==> src/rtl/m_alu_exec_stage_pkg.sv <==
// Shared ALU execute-stage types: operation codes, the NZCV flag layout and
// the result record carried through the writeback skid buffer.
package p_common;

    localparam int unsigned ALU_XLEN = 32;
    localparam int unsigned ALU_RD_W = 5;

    typedef enum logic [3:0] {
        ALU_ADD = 4'd0,
        ALU_ADC,
        ALU_SUB,
        ALU_SBC,
        ALU_AND,
        ALU_OR,
        ALU_XOR,
        ALU_MOV,
        ALU_CMP,
        ALU_TST
    } e_alu_op;

    typedef struct packed {
        logic n;
        logic z;
        logic c;
        logic v;
    } s_alu_flags;

    typedef struct packed {
        logic [ALU_XLEN-1:0] result;
        logic [ALU_RD_W-1:0] rd;
        logic                wb;
    } s_alu_result;

    // Compare/test only update flags; undefined codes never write back.
    function automatic logic alu_writes_reg(input e_alu_op op);
        case (op)
            ALU_ADD, ALU_ADC, ALU_SUB, ALU_SBC,
            ALU_AND, ALU_OR, ALU_XOR, ALU_MOV: alu_writes_reg = 1'b1;
            default:                          alu_writes_reg = 1'b0;
        endcase
    endfunction

endpackage

==> src/rtl/m_alu_exec_stage_skid_buffer.sv <==
// Two-entry in-order valid/ready buffer of ALU results; ready depends only on
// held state, never on out_ready.
module m_alu_skid_buffer
    import p_common::*;
(
    input  logic        clk,
    input  logic        rst,
    input  logic        push,
    output logic        ready,
    input  s_alu_result push_data,
    input  logic        flush,
    output logic        out_valid,
    input  logic        out_ready,
    output s_alu_result out_data
);

    s_alu_result head;
    s_alu_result tail;
    logic        head_vld;
    logic        tail_vld;
    logic        pop;
    logic        wr;

    assign ready     = ~tail_vld;
    assign pop       = head_vld & out_ready;
    assign wr        = push & ~tail_vld & ~flush;
    assign out_valid = head_vld;
    assign out_data  = head;

    always_ff @(posedge clk or posedge rst) begin
        if (rst) begin
            head     <= '0;
            tail     <= '0;
            head_vld <= 1'b0;
            tail_vld <= 1'b0;
        end else if (flush) begin
            head_vld <= 1'b0;
            tail_vld <= 1'b0;
        end else begin
            case ({wr, pop})
                2'b10: begin
                    if (!head_vld) begin
                        head     <= push_data;
                        head_vld <= 1'b1;
                    end else begin
                        tail     <= push_data;
                        tail_vld <= 1'b1;
                    end
                end
                2'b01: begin
                    head     <= tail;
                    head_vld <= tail_vld;
                    tail_vld <= 1'b0;
                end
                // wr implies the tail is empty, so the new entry replaces the head.
                2'b11: head <= push_data;
                default: ;
            endcase
        end
    end

endmodule

==> src/rtl/m_alu_exec_stage.sv <==
// ALU execute stage: combinational ALU on (A, preshifted B), architectural
// NZCV register, and registered results to writeback via a skid buffer.
module m_alu_exec_stage
    import p_common::*;
#(
    parameter int unsigned XLEN = ALU_XLEN,
    parameter int unsigned RD_W = ALU_RD_W
) (
    input  logic            clk,
    input  logic            rst,
    input  logic            in_valid,
    output logic            in_ready,
    input  logic [3:0]      in_op,
    input  logic [XLEN-1:0] in_a,
    input  logic [XLEN-1:0] in_b,
    input  logic            in_set_flags,
    input  logic [RD_W-1:0] in_rd,
    input  logic            flush,
    output logic            out_valid,
    input  logic            out_ready,
    output logic [XLEN-1:0] out_result,
    output logic [RD_W-1:0] out_rd,
    output logic            out_wb,
    output logic [3:0]      out_flags
);

    e_alu_op         op;
    s_alu_flags      flags_q;
    s_alu_flags      flags_d;
    logic [XLEN-1:0] b_op;
    logic [XLEN:0]   sum;
    logic [XLEN-1:0] res;
    logic            cin;
    logic            arith;
    logic            op_def;
    logic            accept;
    logic            buf_ready;
    s_alu_result     push_data;
    s_alu_result     head;

    assign op = e_alu_op'(in_op);

    // Subtraction is a + ~b + cin, so C comes out as NOT borrow directly.
    always_comb begin
        b_op   = in_b;
        cin    = 1'b0;
        arith  = 1'b0;
        op_def = 1'b1;
        res    = '0;
        case (op)
            ALU_ADD:          arith = 1'b1;
            ALU_ADC: begin
                arith = 1'b1;
                cin   = flags_q.c;
            end
            ALU_SUB, ALU_CMP: begin
                arith = 1'b1;
                b_op  = ~in_b;
                cin   = 1'b1;
            end
            ALU_SBC: begin
                arith = 1'b1;
                b_op  = ~in_b;
                cin   = flags_q.c;
            end
            ALU_AND, ALU_TST: res = in_a & in_b;
            ALU_OR:           res = in_a | in_b;
            ALU_XOR:          res = in_a ^ in_b;
            ALU_MOV:          res = in_b;
            default:          op_def = 1'b0;
        endcase
        sum = {1'b0, in_a} + {1'b0, b_op} + {{XLEN{1'b0}}, cin};
        if (arith) begin
            res = sum[XLEN-1:0];
        end
        flags_d.n = res[XLEN-1];
        flags_d.z = (res == '0);
        flags_d.c = arith ? sum[XLEN] : flags_q.c;
        flags_d.v = arith ? ((in_a[XLEN-1] == b_op[XLEN-1]) && (res[XLEN-1] != in_a[XLEN-1]))
                          : flags_q.v;
    end

    assign accept = in_valid & buf_ready & ~flush;
    assign in_ready = buf_ready;

    always_ff @(posedge clk or posedge rst) begin
        if (rst) begin
            flags_q <= '0;
        end else if (accept && in_set_flags && op_def) begin
            flags_q <= flags_d;
        end
    end

    always_comb begin
        push_data        = '0;
        push_data.result = res;
        push_data.rd     = in_rd;
        push_data.wb     = alu_writes_reg(op);
    end

    m_alu_skid_buffer u_skid (
        .clk       (clk),
        .rst       (rst),
        .push      (accept),
        .ready     (buf_ready),
        .push_data (push_data),
        .flush     (flush),
        .out_valid (out_valid),
        .out_ready (out_ready),
        .out_data  (head)
    );

    assign out_result = head.result;
    assign out_rd     = head.rd;
    assign out_wb     = head.wb;
    assign out_flags  = flags_q;

endmodule

==> config.mk <==
export PLATFORM = sky130hd
export DESIGN_NAME = m_alu_exec_stage
export DESIGN_NICKNAME = d
export VERILOG_FILES = /design/src/rtl/m_alu_exec_stage_pkg.sv /design/src/rtl/m_alu_exec_stage_skid_buffer.sv /design/src/rtl/m_alu_exec_stage.sv
export SDC_FILE = /design/constraint.sdc
export NUM_CORES = 1
export LEC_CHECK = 0
export CAP_MARGIN = 15
export CORE_MARGIN = 4
export CORE_UTILIZATION = 46
export CTS_CLUSTER_DIAMETER = 40
export CTS_CLUSTER_SIZE = 30
export DETAILED_ROUTE_END_ITERATION = 10
export PLACE_DENSITY_LB_ADDON = 0.05
export SLEW_MARGIN = 0
export SYNTH_ARGS = -nofsm -noshare
export SYNTH_HDL_FRONTEND = slang
export SYNTH_SLANG_ARGS = --single-unit
==> constraint.sdc <==
create_clock -name clk -period 9.35 [get_ports clk]
set_input_delay 1.4025 -clock clk [delete_from_list [all_inputs] [get_ports clk]]
set_output_delay 1.4025 -clock clk [all_outputs]
set_load 0.01 [all_outputs]
==> metrics <==
status=finished clean; WS Path Type=in2reg; Pleak=4.533 nW; drt wl/cell=16.99 microns; worst-path cell chain=clkdlybuf4s50_1 -> or2_2 -> mux2i_1 -> nor2b_4 -> xnor2_1 -> fa_1 -> inv_1 -> fa_1 -> nand2b_2 -> a21oi_4 -> a31oi_1 -> o41a_1 -> o41a_1 -> o21ai_1 -> or3b_4 -> nor4b_2 -> nand4_1 -> o21ai_1; Yosys top cell by area=dfrtp_1; die width=139.9 microns; H-tree levels=3; die area=0.01956 sq mm; final WL=21.81 mm; ratio of cells with drive above 1 in the final layout=6.767%; Initial Utilization=47.56%; CTS tree=done; CTS Hold Buffers Added=0; ANT cells=0; Num CTS Buffers=9; Top Ports=123; Gate Count Post-Synth=972; routability cong.=0.9342; TritonCTS Sinks=82; Synth area leaders=dfrtp_1 (26%), ha_1 (15%), mux2i_1 (5.8%), o21ai_0 (5.3%), nand2_1 (5.1%); Die H=139.9 microns; I/O Buffers=122; crit path time final=6914 ps; Root Driver=clkbuf_16; Detail Route Antenna Nets=0; # Max-Cap Violations=0; CP bufs+invs=2; 1st-iter DRT viols=547; Placed Cells=1,268; Peak VDD IR=0.1285 mV; CP top delay family=simple AND/OR/NAND/NOR gates; Non-Filler Instances=1,284; setup TNS=0 ps; FFs w/ async S/R, synth=100.0%; Post-CTS Setup Bufs=0; CP Data Required Time=9610 ps; Resized cells post-CTS=0; number of fill cells=1,596; Setup-failing EPs final=0; power per cell area=153.0 mW/mm^2; relative slew slack=32.78%; fmax=0.1446 GHz; register area share after synthesis=25.65%; dominant synthesized flop cell=dfrtp_1; EDFF count, synth=0; Final Max Tran Viols=0; Clock Skew=4.770 ps; syn avg cell area=8.229 sq um; initial antenna violation count=0; Yosys cell types=74; vias=7,313; Worst EP arrival=7180 ps; post-DR vias/cell=5.695; slowest CP cell=clkdlybuf4s50_1; sequential cell area=0.002052 sq mm; drt first pass iters=5; type of the most critical hold path=reg2reg; Synth top area share=25.65%; row count=47; first-pass GRT wire length=35.05 mm; Overall Global Routing Usage=21.80%; Max clock buf depth=2; most common cell after layout, fill and taps aside=clkdlybuf4s50_1; post-DP HPWL=16.69 mm; Multi-input gate area=0.005460 sq mm; fin crit share=73.94%; CP endpoint kind=flop; post-route DRC violation count=0; core region area=0.01682 sq mm; critical path's largest stage delay=830 ps; clk slew on worst S/H paths=60 ps; unrepaired setup endpoints after global routing=no; yosys synthesis warning count=0; Mapped Area=0.007999 sq mm; Post-Syn Nets=1,148; Layout area overhead=20.93%; Least-Margin Pin Slew=1005 ps; final hold violations=0; largest net degree at the start of global routing=83; commonest cells after routing, fill and taps aside=clkdlybuf4s50_1 (122), nand2_1 (109), ha_1 (95), o21ai_0 (85), dfrtp_1 (82); grt ovf=0; Yosys reg bits=82; Worst setup SP type=input pin; vias in the first global route=6,678; clk_lat worst skew=330 ps; Final nets=1,235; Worst Path Max Fanout=23
[path summary, 6_finish.rpt]
kind	endpoint	slack (ps)	cells after the start	start
min	u_skid.out_data[11]	470	2	u_skid.out_data[11]
max	out_flags[2]	2440	18	in_op[1]
max reg2reg	out_flags[2]	4990	16	out_flags[1]
min in group asynchronous	u_skid.out_data[2]	1690	3	rst
min reg2reg	u_skid.out_data[11]	470	2	u_skid.out_data[11]
max in group asynchronous	u_skid.out_data[10]	7000	3	rst
[worst reg2reg max path, delay by kind of cell (launching register included)]
kind            cells  cell delay [ps]
compound gates      7             1930
buf+inv             1               60
fa+ha+maj           2              630
simple gates        6             1340
flops               1              370
[synth_stat cells (7+ instances only)]
library cell	instances
inv_1	73
a21oi_1	63
xor2_1	8
and2_1	7
nand2b_1	14
a22oi_1	18
buf_1	10
xnor2_1	44
nor2_1	64
a211oi_1	9
dfrtp_1	82
nor3_1	12
nand4_1	13
mux2i_1	46
a22o_1	11
a222oi_1	8
nand2_1	109
mux2_2	21
a21o_1	15
ha_1	95
nand3_1	10
o21ai_0	85
clkbuf_1	35
buf_2	7
[registers in the layout (all words and copies together) (netlist names)]
signal and flops:
u_skid.out_valid 1, u_skid.out_data 38, u_skid.tail 38, u_skid.tail_vld 1, out_flags 4
[metal layers]
layer	share of wire [%]	track usage [%]	wire length (microns)	vias up
met3	5.7	3.533	1240	34
met1	48	31.32	10390	3404
li1	-	-	-	3653
met4	2.2	5.762	481	0
met2	44	34.16	9699	222
met5	0	0	0	-
[power by group]
group          switching [mW]  internal [mW]  leakage [nW]
clock network           0.129          0.216         0.152
logic                   0.342          0.303          3.31
registers              0.0456          0.444          1.07
[final cells by class]
| class | count | area share (%) |
|---|---|---|
| multi-input combinational | 759 | 56.45 |
| sequential | 82 | 21.21 |
| timing repair buffer | 133 | 13.48 |
| clock buffer | 15 | 3.079 |
| inverter | 74 | 2.884 |
| tap | 220 | 2.846 |
| clock inverter | 1 | 0.05174 |
[metrics by stage]
stage / utilization (%) / setup WS (ps) / total power, mW / instance area (sq um) / hold WS [ps]
after floorplan: - / 3331 / 0.8929 / 7999 / 449.7
after global placement: 55.71 / 2235 / 1.129 / 9370 / 459.1
after detailed placement: 55.71 / 2063 / 1.139 / 9370 / 468.8
after CTS: 57.51 / 2401 / 1.489 / 9673 / 481.6
after global routing: 57.51 / 2020 / 1.585 / 9673 / 500.2
final: 57.51 / 2436 / 1.480 / 9673 / 473.5
[kinds of logic after synthesis]
family,after synthesis,synth area share (%)
compound gates,278,22.59
simple gates,265,15.50
buf+inv,131,6.492
fa+ha+maj,97,15.36
flops,82,25.65
mux,67,8.713
xor+xnor,52,5.694
No activity file was read; power rests on OpenSTA's default activity.
